## src/rtl/rf_dbg_master_if.sv

```systemverilog
// Debug command / response channel between a host and rf_dbg_master.
//   cmd_*  : host -> master command (valid/ready), op, register address, write data
//   rsp_*  : master -> host response beats (valid/ready), address, data, last flag
// Modports: master = host side, slave = rf_dbg_master side.
interface rf_dbg_master_if #(
    parameter int unsigned DATA_W = 32,
    parameter int unsigned ADDR_W = 5
);
    logic              cmd_valid;
    logic              cmd_ready;
    logic [1:0]        cmd_op;
    logic [ADDR_W-1:0] cmd_addr;
    logic [DATA_W-1:0] cmd_data;

    logic              rsp_valid;
    logic              rsp_ready;
    logic [ADDR_W-1:0] rsp_addr;
    logic [DATA_W-1:0] rsp_data;
    logic              rsp_last;

    modport master (
        output cmd_valid, cmd_op, cmd_addr, cmd_data, rsp_ready,
        input  cmd_ready, rsp_valid, rsp_addr, rsp_data, rsp_last
    );

    modport slave (
        input  cmd_valid, cmd_op, cmd_addr, cmd_data, rsp_ready,
        output cmd_ready, rsp_valid, rsp_addr, rsp_data, rsp_last
    );
endinterface

```

## src/rtl/rf_dbg_master.sv

```systemverilog
// Initiator-side driver for a register file: turns debug commands
// (READ / WRITE / DUMP / CLEAR) into register-file accesses.
// Ports:
//   clk, rst        clock, synchronous active-high reset
//   bus (slave)     command channel in, response beats out
//   busy            high whenever not idle
//   rf_reg_s1       rf read address (rf read data returns combinationally)
//   rf_rd           rf write address
//   rf_write_e      rf write enable (rf commits on the edge it is high)
//   rf_write_d      rf write data
//   rf_reg_d1       rf read data for rf_reg_s1
module rf_dbg_master #(
    parameter int unsigned DATA_W   = 32,
    parameter int unsigned ADDR_W   = 5,
    parameter int unsigned NUM_REGS = 32
) (
    input  logic              clk,
    input  logic              rst,
    rf_dbg_master_if.slave    bus,
    output logic              busy,
    output logic [ADDR_W-1:0] rf_reg_s1,
    output logic [ADDR_W-1:0] rf_rd,
    output logic              rf_write_e,
    output logic [DATA_W-1:0] rf_write_d,
    input  logic [DATA_W-1:0] rf_reg_d1
);
    localparam int unsigned LAST_IDX = NUM_REGS - 1;

    localparam logic [1:0] OP_READ  = 2'b00;
    localparam logic [1:0] OP_WRITE = 2'b01;
    localparam logic [1:0] OP_DUMP  = 2'b10;
    localparam logic [1:0] OP_CLEAR = 2'b11;

    typedef enum logic [2:0] {IDLE, WR, RD, RSP, CLR} state_t;

    state_t            state_q, state_d;
    logic [ADDR_W-1:0] cnt_q, cnt_d;
    logic              dump_q, dump_d;
    logic              rsp_valid_q, rsp_valid_d;
    logic [ADDR_W-1:0] rsp_addr_q, rsp_addr_d;
    logic [DATA_W-1:0] rsp_data_q, rsp_data_d;
    logic              rsp_last_q, rsp_last_d;
    logic [ADDR_W-1:0] rf_reg_s1_q, rf_reg_s1_d;
    logic [ADDR_W-1:0] rf_rd_q, rf_rd_d;
    logic              rf_write_e_q, rf_write_e_d;
    logic [DATA_W-1:0] rf_write_d_q, rf_write_d_d;
    logic              accept;

    // Register exists in the file (address space may be larger than NUM_REGS).
    function automatic logic in_range(input logic [ADDR_W-1:0] a);
        return 32'(a) < NUM_REGS;
    endfunction

    assign bus.cmd_ready = (state_q == IDLE) && !rst;
    assign busy          = (state_q != IDLE);
    assign accept        = bus.cmd_valid && bus.cmd_ready;

    assign bus.rsp_valid = rsp_valid_q;
    assign bus.rsp_addr  = rsp_addr_q;
    assign bus.rsp_data  = rsp_data_q;
    assign bus.rsp_last  = rsp_last_q;
    assign rf_reg_s1     = rf_reg_s1_q;
    assign rf_rd         = rf_rd_q;
    assign rf_write_e    = rf_write_e_q;
    assign rf_write_d    = rf_write_d_q;

    // State and output registers.
    always_ff @(posedge clk) begin
        if (rst) begin
            state_q      <= IDLE;
            cnt_q        <= '0;
            dump_q       <= 1'b0;
            rsp_valid_q  <= 1'b0;
            rsp_addr_q   <= '0;
            rsp_data_q   <= '0;
            rsp_last_q   <= 1'b0;
            rf_reg_s1_q  <= '0;
            rf_rd_q      <= '0;
            rf_write_e_q <= 1'b0;
            rf_write_d_q <= '0;
        end else begin
            state_q      <= state_d;
            cnt_q        <= cnt_d;
            dump_q       <= dump_d;
            rsp_valid_q  <= rsp_valid_d;
            rsp_addr_q   <= rsp_addr_d;
            rsp_data_q   <= rsp_data_d;
            rsp_last_q   <= rsp_last_d;
            rf_reg_s1_q  <= rf_reg_s1_d;
            rf_rd_q      <= rf_rd_d;
            rf_write_e_q <= rf_write_e_d;
            rf_write_d_q <= rf_write_d_d;
        end
    end

    // Next-state and next-output logic; write enable is a one-cycle pulse by default.
    always_comb begin
        state_d      = state_q;
        cnt_d        = cnt_q;
        dump_d       = dump_q;
        rsp_valid_d  = rsp_valid_q;
        rsp_addr_d   = rsp_addr_q;
        rsp_data_d   = rsp_data_q;
        rsp_last_d   = rsp_last_q;
        rf_reg_s1_d  = rf_reg_s1_q;
        rf_rd_d      = rf_rd_q;
        rf_write_e_d = 1'b0;
        rf_write_d_d = rf_write_d_q;

        unique case (state_q)
            IDLE: begin
                if (accept) begin
                    unique case (bus.cmd_op)
                        OP_READ: begin
                            rf_reg_s1_d = bus.cmd_addr;
                            dump_d      = 1'b0;
                            state_d     = RD;
                        end
                        OP_WRITE: begin
                            // x0 is hard-wired zero; out-of-range addresses are dropped.
                            rf_rd_d      = bus.cmd_addr;
                            rf_write_d_d = bus.cmd_data;
                            rf_write_e_d = (bus.cmd_addr != '0) && in_range(bus.cmd_addr);
                            state_d      = WR;
                        end
                        OP_DUMP: begin
                            cnt_d       = '0;
                            rf_reg_s1_d = '0;
                            dump_d      = 1'b1;
                            state_d     = RD;
                        end
                        OP_CLEAR: begin
                            // Start at x1: x0 is never written.
                            cnt_d        = ADDR_W'(1);
                            rf_rd_d      = ADDR_W'(1);
                            rf_write_d_d = '0;
                            rf_write_e_d = 1'b1;
                            state_d      = CLR;
                        end
                        default: state_d = IDLE;
                    endcase
                end
            end
            WR: begin
                state_d = IDLE;
            end
            RD: begin
                // rf read data is valid this cycle for the address driven last edge.
                rsp_data_d  = in_range(rf_reg_s1_q) ? rf_reg_d1 : '0;
                rsp_addr_d  = rf_reg_s1_q;
                rsp_last_d  = !dump_q || (cnt_q == ADDR_W'(LAST_IDX));
                rsp_valid_d = 1'b1;
                state_d     = RSP;
            end
            RSP: begin
                if (bus.rsp_ready) begin
                    rsp_valid_d = 1'b0;
                    if (rsp_last_q) begin
                        state_d = IDLE;
                    end else begin
                        cnt_d       = cnt_q + ADDR_W'(1);
                        rf_reg_s1_d = cnt_q + ADDR_W'(1);
                        state_d     = RD;
                    end
                end
            end
            CLR: begin
                if (cnt_q == ADDR_W'(LAST_IDX)) begin
                    state_d = IDLE;
                end else begin
                    cnt_d        = cnt_q + ADDR_W'(1);
                    rf_rd_d      = cnt_q + ADDR_W'(1);
                    rf_write_e_d = 1'b1;
                end
            end
            default: state_d = IDLE;
        endcase
    end
endmodule

```

## src/flat_wrapper.sv

```systemverilog
// flat-port wrapper written by rule: the top's interface ports become plain ports
module rf_dbg_master_flat 
#(
    parameter int unsigned DATA_W   = 32,
    parameter int unsigned ADDR_W   = 5,
    parameter int unsigned NUM_REGS = 32
)
  (clk, rst, busy, rf_reg_s1, rf_rd, rf_write_e, rf_write_d, rf_reg_d1, bus_cmd_valid, bus_cmd_op, bus_cmd_addr, bus_cmd_data, bus_rsp_ready, bus_cmd_ready, bus_rsp_valid, bus_rsp_addr, bus_rsp_data, bus_rsp_last);
  rf_dbg_master_if #(.DATA_W(DATA_W), .ADDR_W(ADDR_W)) bus_i ();
  input  logic clk;
  input  logic rst;
  output logic busy;
  output logic [ADDR_W-1:0] rf_reg_s1;
  output logic [ADDR_W-1:0] rf_rd;
  output logic rf_write_e;
  output logic [DATA_W-1:0] rf_write_d;
  input  logic [DATA_W-1:0] rf_reg_d1;
  input wire logic [$bits(bus_i.cmd_valid)-1:0] bus_cmd_valid;
  input wire logic [$bits(bus_i.cmd_op)-1:0] bus_cmd_op;
  input wire logic [$bits(bus_i.cmd_addr)-1:0] bus_cmd_addr;
  input wire logic [$bits(bus_i.cmd_data)-1:0] bus_cmd_data;
  input wire logic [$bits(bus_i.rsp_ready)-1:0] bus_rsp_ready;
  output wire logic [$bits(bus_i.cmd_ready)-1:0] bus_cmd_ready;
  output wire logic [$bits(bus_i.rsp_valid)-1:0] bus_rsp_valid;
  output wire logic [$bits(bus_i.rsp_addr)-1:0] bus_rsp_addr;
  output wire logic [$bits(bus_i.rsp_data)-1:0] bus_rsp_data;
  output wire logic [$bits(bus_i.rsp_last)-1:0] bus_rsp_last;
  assign bus_i.cmd_valid = bus_cmd_valid;
  assign bus_i.cmd_op = bus_cmd_op;
  assign bus_i.cmd_addr = bus_cmd_addr;
  assign bus_i.cmd_data = bus_cmd_data;
  assign bus_i.rsp_ready = bus_rsp_ready;
  assign bus_cmd_ready = bus_i.cmd_ready;
  assign bus_rsp_valid = bus_i.rsp_valid;
  assign bus_rsp_addr = bus_i.rsp_addr;
  assign bus_rsp_data = bus_i.rsp_data;
  assign bus_rsp_last = bus_i.rsp_last;
  rf_dbg_master #(.DATA_W(DATA_W), .ADDR_W(ADDR_W), .NUM_REGS(NUM_REGS)) u_core (.clk(clk), .rst(rst), .bus(bus_i), .busy(busy), .rf_reg_s1(rf_reg_s1), .rf_rd(rf_rd), .rf_write_e(rf_write_e), .rf_write_d(rf_write_d), .rf_reg_d1(rf_reg_d1));
endmodule
```

## config.mk

```make
export PLATFORM = sky130hd
export DESIGN_NAME = rf_dbg_master_flat
export DESIGN_NICKNAME = d
export VERILOG_FILES = /design/src/rtl/rf_dbg_master_if.sv /design/src/rtl/rf_dbg_master.sv /design/src/flat_wrapper.sv
export SDC_FILE = /design/constraint.sdc
export NUM_CORES = 1
export LEC_CHECK = 0
export ABC_AREA = 1
export ABC_CLOCK_PERIOD_IN_PS = 1700
export BUFFER_PORTS_ARGS = -buffer_cell sky130_fd_sc_hd__buf_4
export CAP_MARGIN = 0
export CORE_UTILIZATION = 43
export DETAILED_ROUTE_END_ITERATION = 10
export PLACE_DENSITY = 0.76
export RECOVER_POWER = 50
export SLEW_MARGIN = 20
export SYNTH_ARGS = -nofsm -noshare
export SYNTH_HDL_FRONTEND = slang
export SYNTH_SLANG_ARGS = --single-unit
```

## constraint.sdc

```tcl
create_clock -name clk -period 1.7 [get_ports clk]
set_clock_uncertainty 0.05 [all_clocks]
set_input_delay 0.255 -clock clk [delete_from_list [all_inputs] [get_ports clk]]
set_output_delay 0.255 -clock clk [all_outputs]
set_load 0.005 [all_outputs]
```

==> impl_metrics.json, run 1 <==
{
  "outcome": "finished, final reports clean",
  "async_flop_share_pct": 0,
  "start_util_pct": 44.46,
  "synth-edff-count": 0,
  "final-seq-area_um2": 1824,
  "arrival_ps": 1800,
  "final_cell_mix": "nand2_1, dfxtp_1, buf_4",
  "synthCells": 497,
  "hp-class": "input port to flip-flop",
  "die_w_um": 94.18,
  "clockBufferDepth": 2,
  "n_fill_cell": 757,
  "r2r_start": "u_core.cnt_q[1]$_SDFFE_PP0P_",
  "cts_tree": "yes",
  "ys_seq_area_share_pct": 49.86,
  "grt_max_degree": 44,
  "drive_gt1_share_pct": 29.62,
  "overflow": 0,
  "start_kind": "flip-flop",
  "final.period_utilization_pct": 93.76,
  "total_power_mw": 7.047,
  "coreArea_um2": 8217,
  "gp_congestion": 0.8562,
  "slew_headroom_pct": 68.26,
  "fin_cells": 760,
  "power-per-cell-area_nw_per_um2": 1365,
  "tightestPinTransition_ps": 475.6,
  "period_minus_slack_ps": 1594,
  "drc": 0,
  "diodes": 0,
  "ant_nets": 0,
  "crit_start": "u_core.cnt_q[1]$_SDFFE_PP0P_",
  "irDropWorstVdd_mv": 0.7105,
  "die_h_um": 94.18,
  "dp_slack_ps": -8.619,
  "via_count": 3752,
  "drv_slew": 0,
  "cts.sinks": 91,
  "ctsRootBufferMaster": "clkbuf_8",
  "antenna_found_initial": 0,
  "firstDrtPassIters": 4,
  "setup-violations-final": 0,
  "hold_viol": 0,
  "nNetsFinal": 728,
  "stdcell_area_um2": 5161,
  "numCtsBuffers": 9,
  "syn-mean-instance-area_um2": 7.351,
  "layout_commonest_cell": "nand2_1",
  "ys_types": 25,
  "post_drt_wl_per_cell_um": 12.73,
  "h-tree-depth": 3,
  "portBuffers": 158,
  "dp.cells": 744,
  "yosysWarnings": 0,
  "endpoint_kind": "flip-flop",
  "grt_pass1_vias": 3357,
  "path_class": "flip-flop to flip-flop",
  "clk_pin_slew_worst_paths_ps": 90,
  "fmax_ghz": 0.6274,
  "areaGrowthSynthToFinish_pct": 41.27,
  "synth_ff_type": "dfxtp_1",
  "whs_path_depth": 3,
  "placed_area_um2": 4974,
  "io_pins": 159,
  "synth_area_um2": 3654,
  "drt_wl_total_mm": 9.676,
  "drtIter0Drc": 171,
  "gr-usage-all-layers_pct": 21.41,
  "maxCapViolations": 0,
  "post-route-util_pct": 62.81,
  "fin_ws_ps": 106.0,
  "multiInputGateArea_um2": 1613,
  "die_area_um2": 8869,
  "rsz0062_at_grt": "true",
  "p_leak_nw": 2.240,
  "grt_pass1_wl_mm": 15.04,
  "rows": 33,
  "cp_data_required_time_ps": 1900,
  "insertion_delay_ps": 350,
  "dpl.hpwl_mm": 7.204,
  "ff2ff_path_depth": 11,
  "hp-start": "rf_reg_d1[26]",
  "viasPerCell": 4.937,
  "worstPathMaxFanout": 8,
  "syn_nets": 574,
  "ys_ff_latch": 91
}
## worst paths after layout
| check | end | slack (ps) |
|---|---|---|
| max | u_core.cnt_q[1]$_SDFFE_PP0P_ | 110 |
| min | u_core.bus.rsp_data[26]$_SDFFE_PP0P_ | 100 |
| max reg2reg | u_core.cnt_q[1]$_SDFFE_PP0P_ | 110 |
| min reg2reg | u_core.bus.rsp_last$_SDFFE_PP0P_ | 400 |
## layer usage
layer	GRT usage [%]	part of all wire, %
met4	8.333	1.4
met1	24.60	43
met3	4.369	6.1
met2	38.47	49
met5	0	0
## area by class of cell
type / instances / area share [%]
sequential: 91 / 35.35
multi-input combinational: 348 / 31.25
timing repair buffer: 170 / 24.44
tap: 105 / 2.545
clock buffer: 9 / 2.400
inverter: 31 / 2.255
clock inverter: 6 / 1.770
## Yosys cell counts (4+ instances only)
cell type	n	area share, %
buf_2	14	1.9
nand2_1	142	15
o21ai_0	23	3.2
dfxtp_1	91	50
a21oi_1	77	11
inv_1	25	2.6
buf_1	4	0.41
clkbuf_1	8	0.82
inv_2	6	0.62
nand3_1	44	6.0
nor2_1	45	4.6
## flip-flops by register name, indices dropped and copies added, names as in the netlist
signal / cells
u_core.bus.rsp_data: 32
u_core.rf_write_d: 32
u_core.bus.rsp_addr: 5
u_core.cnt_q: 5
u_core.rf_rd: 5
u_core.rf_reg_s1: 5
u_core.state_q: 3
u_core.bus.rsp_last: 1
u_core.bus.rsp_valid: 1
u_core.dump_q: 1
u_core.rf_write_e: 1
## repair_timing
item                       in CTS  in global routing
setup buffers                   0                  1
hold buffers                    0                  0
gates resized for setup         1                  8
setup endpoints to repair       3                 11
pin swaps                       0                  2
## metrics by stage
stage / TNS [ps] / hold WS [ps]
global placement: 0 / 383.9
global route: -43.29 / 86.60
CTS: 0 / 82.15
floorplan: 0 / 348.8
finish: 0 / 98.44
detailed placement: -8.619 / 392.7
## report_power, final
group          switching (mW)  internal [mW]  total [mW]
Combinational            1.55           1.12        2.67
Sequential              0.252           2.55        2.80
Clock                   0.751          0.822        1.57
Total                    2.55           4.49        7.05
## kinds of logic after synthesis
logic type / after synthesis / synth area share (%)
buffers and inverters: 58 / 6.472
AND/OR/NAND/NOR: 240 / 27.88
flip-flops: 91 / 49.86
XOR/XNOR: 1 / 0.2398
adder cells (fa/ha/maj): 2 / 0.6848
AO/OA/AOI/OAI: 105 / 14.86
## worst max-delay path: stages (launching register included)
cell,delay (ps)
dfxtp_2,360
ha_2,180
nand2_1,60
nor2_2,100
ha_2,200
inv_1,50
nor2_1,110
nor2_2,70
nand2_2,130
nand2_1,80
nand2_1,70
nor2_1,40
No activity file was read; power rests on OpenSTA's default activity.
==> run 2, diff against run 1 <==
--- a/config.mk
+++ b/config.mk
@@ -9,6 +9,7 @@
 export ABC_CLOCK_PERIOD_IN_PS = 1700
 export BUFFER_PORTS_ARGS = -buffer_cell sky130_fd_sc_hd__buf_4
 export CAP_MARGIN = 0
+export CORE_MARGIN = 4
 export CORE_UTILIZATION = 43
 export DETAILED_ROUTE_END_ITERATION = 10
 export PLACE_DENSITY = 0.76
==> impl_metrics.json, run 2 (synthesized netlist as in run 1, its figures left out) <==
{
  "antenna_found_initial": 0,
  "h-tree-depth": 3,
  "gr-usage-all-layers_pct": 19.32,
  "cts_tree": "yes",
  "start_util_pct": 44.24,
  "rrSetupSlack_ps": 80,
  "ant_nets": 0,
  "postCtsResizedCells": 0,
  "drc": 0,
  "rows": 33,
  "layout_commonest_cell": "nand2_1",
  "worstPathMaxFanout": 8,
  "drive_gt1_share_pct": 28.81,
  "p_leak_nw": 2.232,
  "multiInputGateArea_um2": 1608,
  "fin_cells": 761,
  "fmax_ghz": 0.6158,
  "drtIter0Drc": 145,
  "coreArea_um2": 8258,
  "die_w_um": 100.2,
  "hold_viol": 0,
  "outcome": "finished, final reports clean",
  "arrival_ps": 1810,
  "portBuffers": 158,
  "slew_headroom_pct": 69.77,
  "irDropWorstVdd_mv": 0.7899,
  "final_cell_mix": "nand2_1, dfxtp_1, buf_4",
  "cts_setup_buffers": 0,
  "die_h_um": 100.2,
  "clk_pin_slew_worst_paths_ps": 100,
  "clockBufferDepth": 2,
  "post-route-util_pct": 61.97,
  "io_pins": 159,
  "grt_pass1_vias": 3480,
  "power-per-cell-area_nw_per_um2": 1359,
  "cts.sinks": 91,
  "hp-class": "input port to flip-flop",
  "ctsRootBufferMaster": "clkbuf_8",
  "areaGrowthSynthToFinish_pct": 40.07,
  "overflow": 0,
  "tightestPinTransition_ps": 453.4,
  "postCtsHoldBufs": 0,
  "gp_congestion": 0.8587,
  "period_minus_slack_ps": 1624,
  "dpl.hpwl_mm": 7.597,
  "maxCapViolations": 0,
  "nNetsFinal": 728,
  "drv_slew": 0,
  "r2r_start": "u_core.cnt_q[1]$_SDFFE_PP0P_",
  "setup-violations-final": 0,
  "path_class": "flip-flop to flip-flop",
  "cp_data_required_time_ps": 1890,
  "start_kind": "flip-flop",
  "hp-start": "rf_reg_d1[23]",
  "numCtsBuffers": 9,
  "firstDrtPassIters": 4,
  "drt_wl_total_mm": 10.20,
  "final-seq-area_um2": 1823,
  "post_drt_wl_per_cell_um": 13.40,
  "endpoint_kind": "flip-flop",
  "via_count": 3722,
  "grt_max_degree": 45,
  "grt_pass1_wl_mm": 15.86,
  "n_fill_cell": 731,
  "die_area_um2": 10040,
  "dp.cells": 745,
  "crit_start": "u_core.cnt_q[1]$_SDFFE_PP0P_",
  "insertion_delay_ps": 340,
  "final.period_utilization_pct": 95.53,
  "viasPerCell": 4.891,
  "diodes": 0
}
run 2: changes by cell type in the layout (fill, tap and decap cells not counted), sizes merged:
| cell | delta |
|---|---|
| clkinvlp | -2 |
| buf | -1 |
| bufinv | -1 |
| inv | +3 |
| clkbuf | +2 |
run 2: critical path, stage by stage (launching register included):
cell and delay [ps]:
dfxtp_2 350, ha_2 180, nand2_1 60, nor2_1 40, ha_1 210, inv_1 90, nor2_1 50, nor2_2 190
nand2_4 120, nor2_1 130, nor2_1 60
run 2: final cells by class:
type	count	share of cell area (%)
Multi-Input combinational cell	348	31.42
Tap cell	105	2.567
Sequential cell	91	35.62
Clock buffer	10	2.494
Inverter	31	2.274
Timing Repair Buffer	170	24.21
Clock inverter	6	1.418
run 2: stage by stage:
stage	setup slack (ps)	power, mW	TNS [ps]	area, um2	hold slack, ps
3_3_place_gp	90.34	5.477	0	4969	390.5
3_5_place_dp	42.33	5.573	0	4969	398.8
6_report	76.05	6.952	0	5117	106.0
5_1_grt	-46.83	7.470	-152.7	5117	92.88
4_1_cts	13.29	7.058	0	5169	88.54
2_1_floorplan	152.5	4.413	0	3654	348.8
run 2: metal layers:
metal | track usage [%] | up-vias | routed length, um
met5 | 0 | - | 0
met4 | 6.839 | 0 | 155
met3 | 4.587 | 11 | 778
met2 | 34.05 | 136 | 5019
met1 | 22.87 | 1650 | 4247
li1 | - | 1925 | -
run 2: final timing paths:
check                           cells past startpoint                                   end
worst max-delay path                               10          u_core.cnt_q[2]$_SDFFE_PP0P_
worst min-delay path                                3  u_core.bus.rsp_data[23]$_SDFFE_PP0P_
worst max register to register                     10          u_core.cnt_q[2]$_SDFFE_PP0P_
worst min register to register                      1      u_core.bus.rsp_last$_SDFFE_PP0P_
run 2: where the power goes:
group	internal, mW	switching, mW
registers	2.55	0.260
logic	1.09	1.59
clock network	0.699	0.771
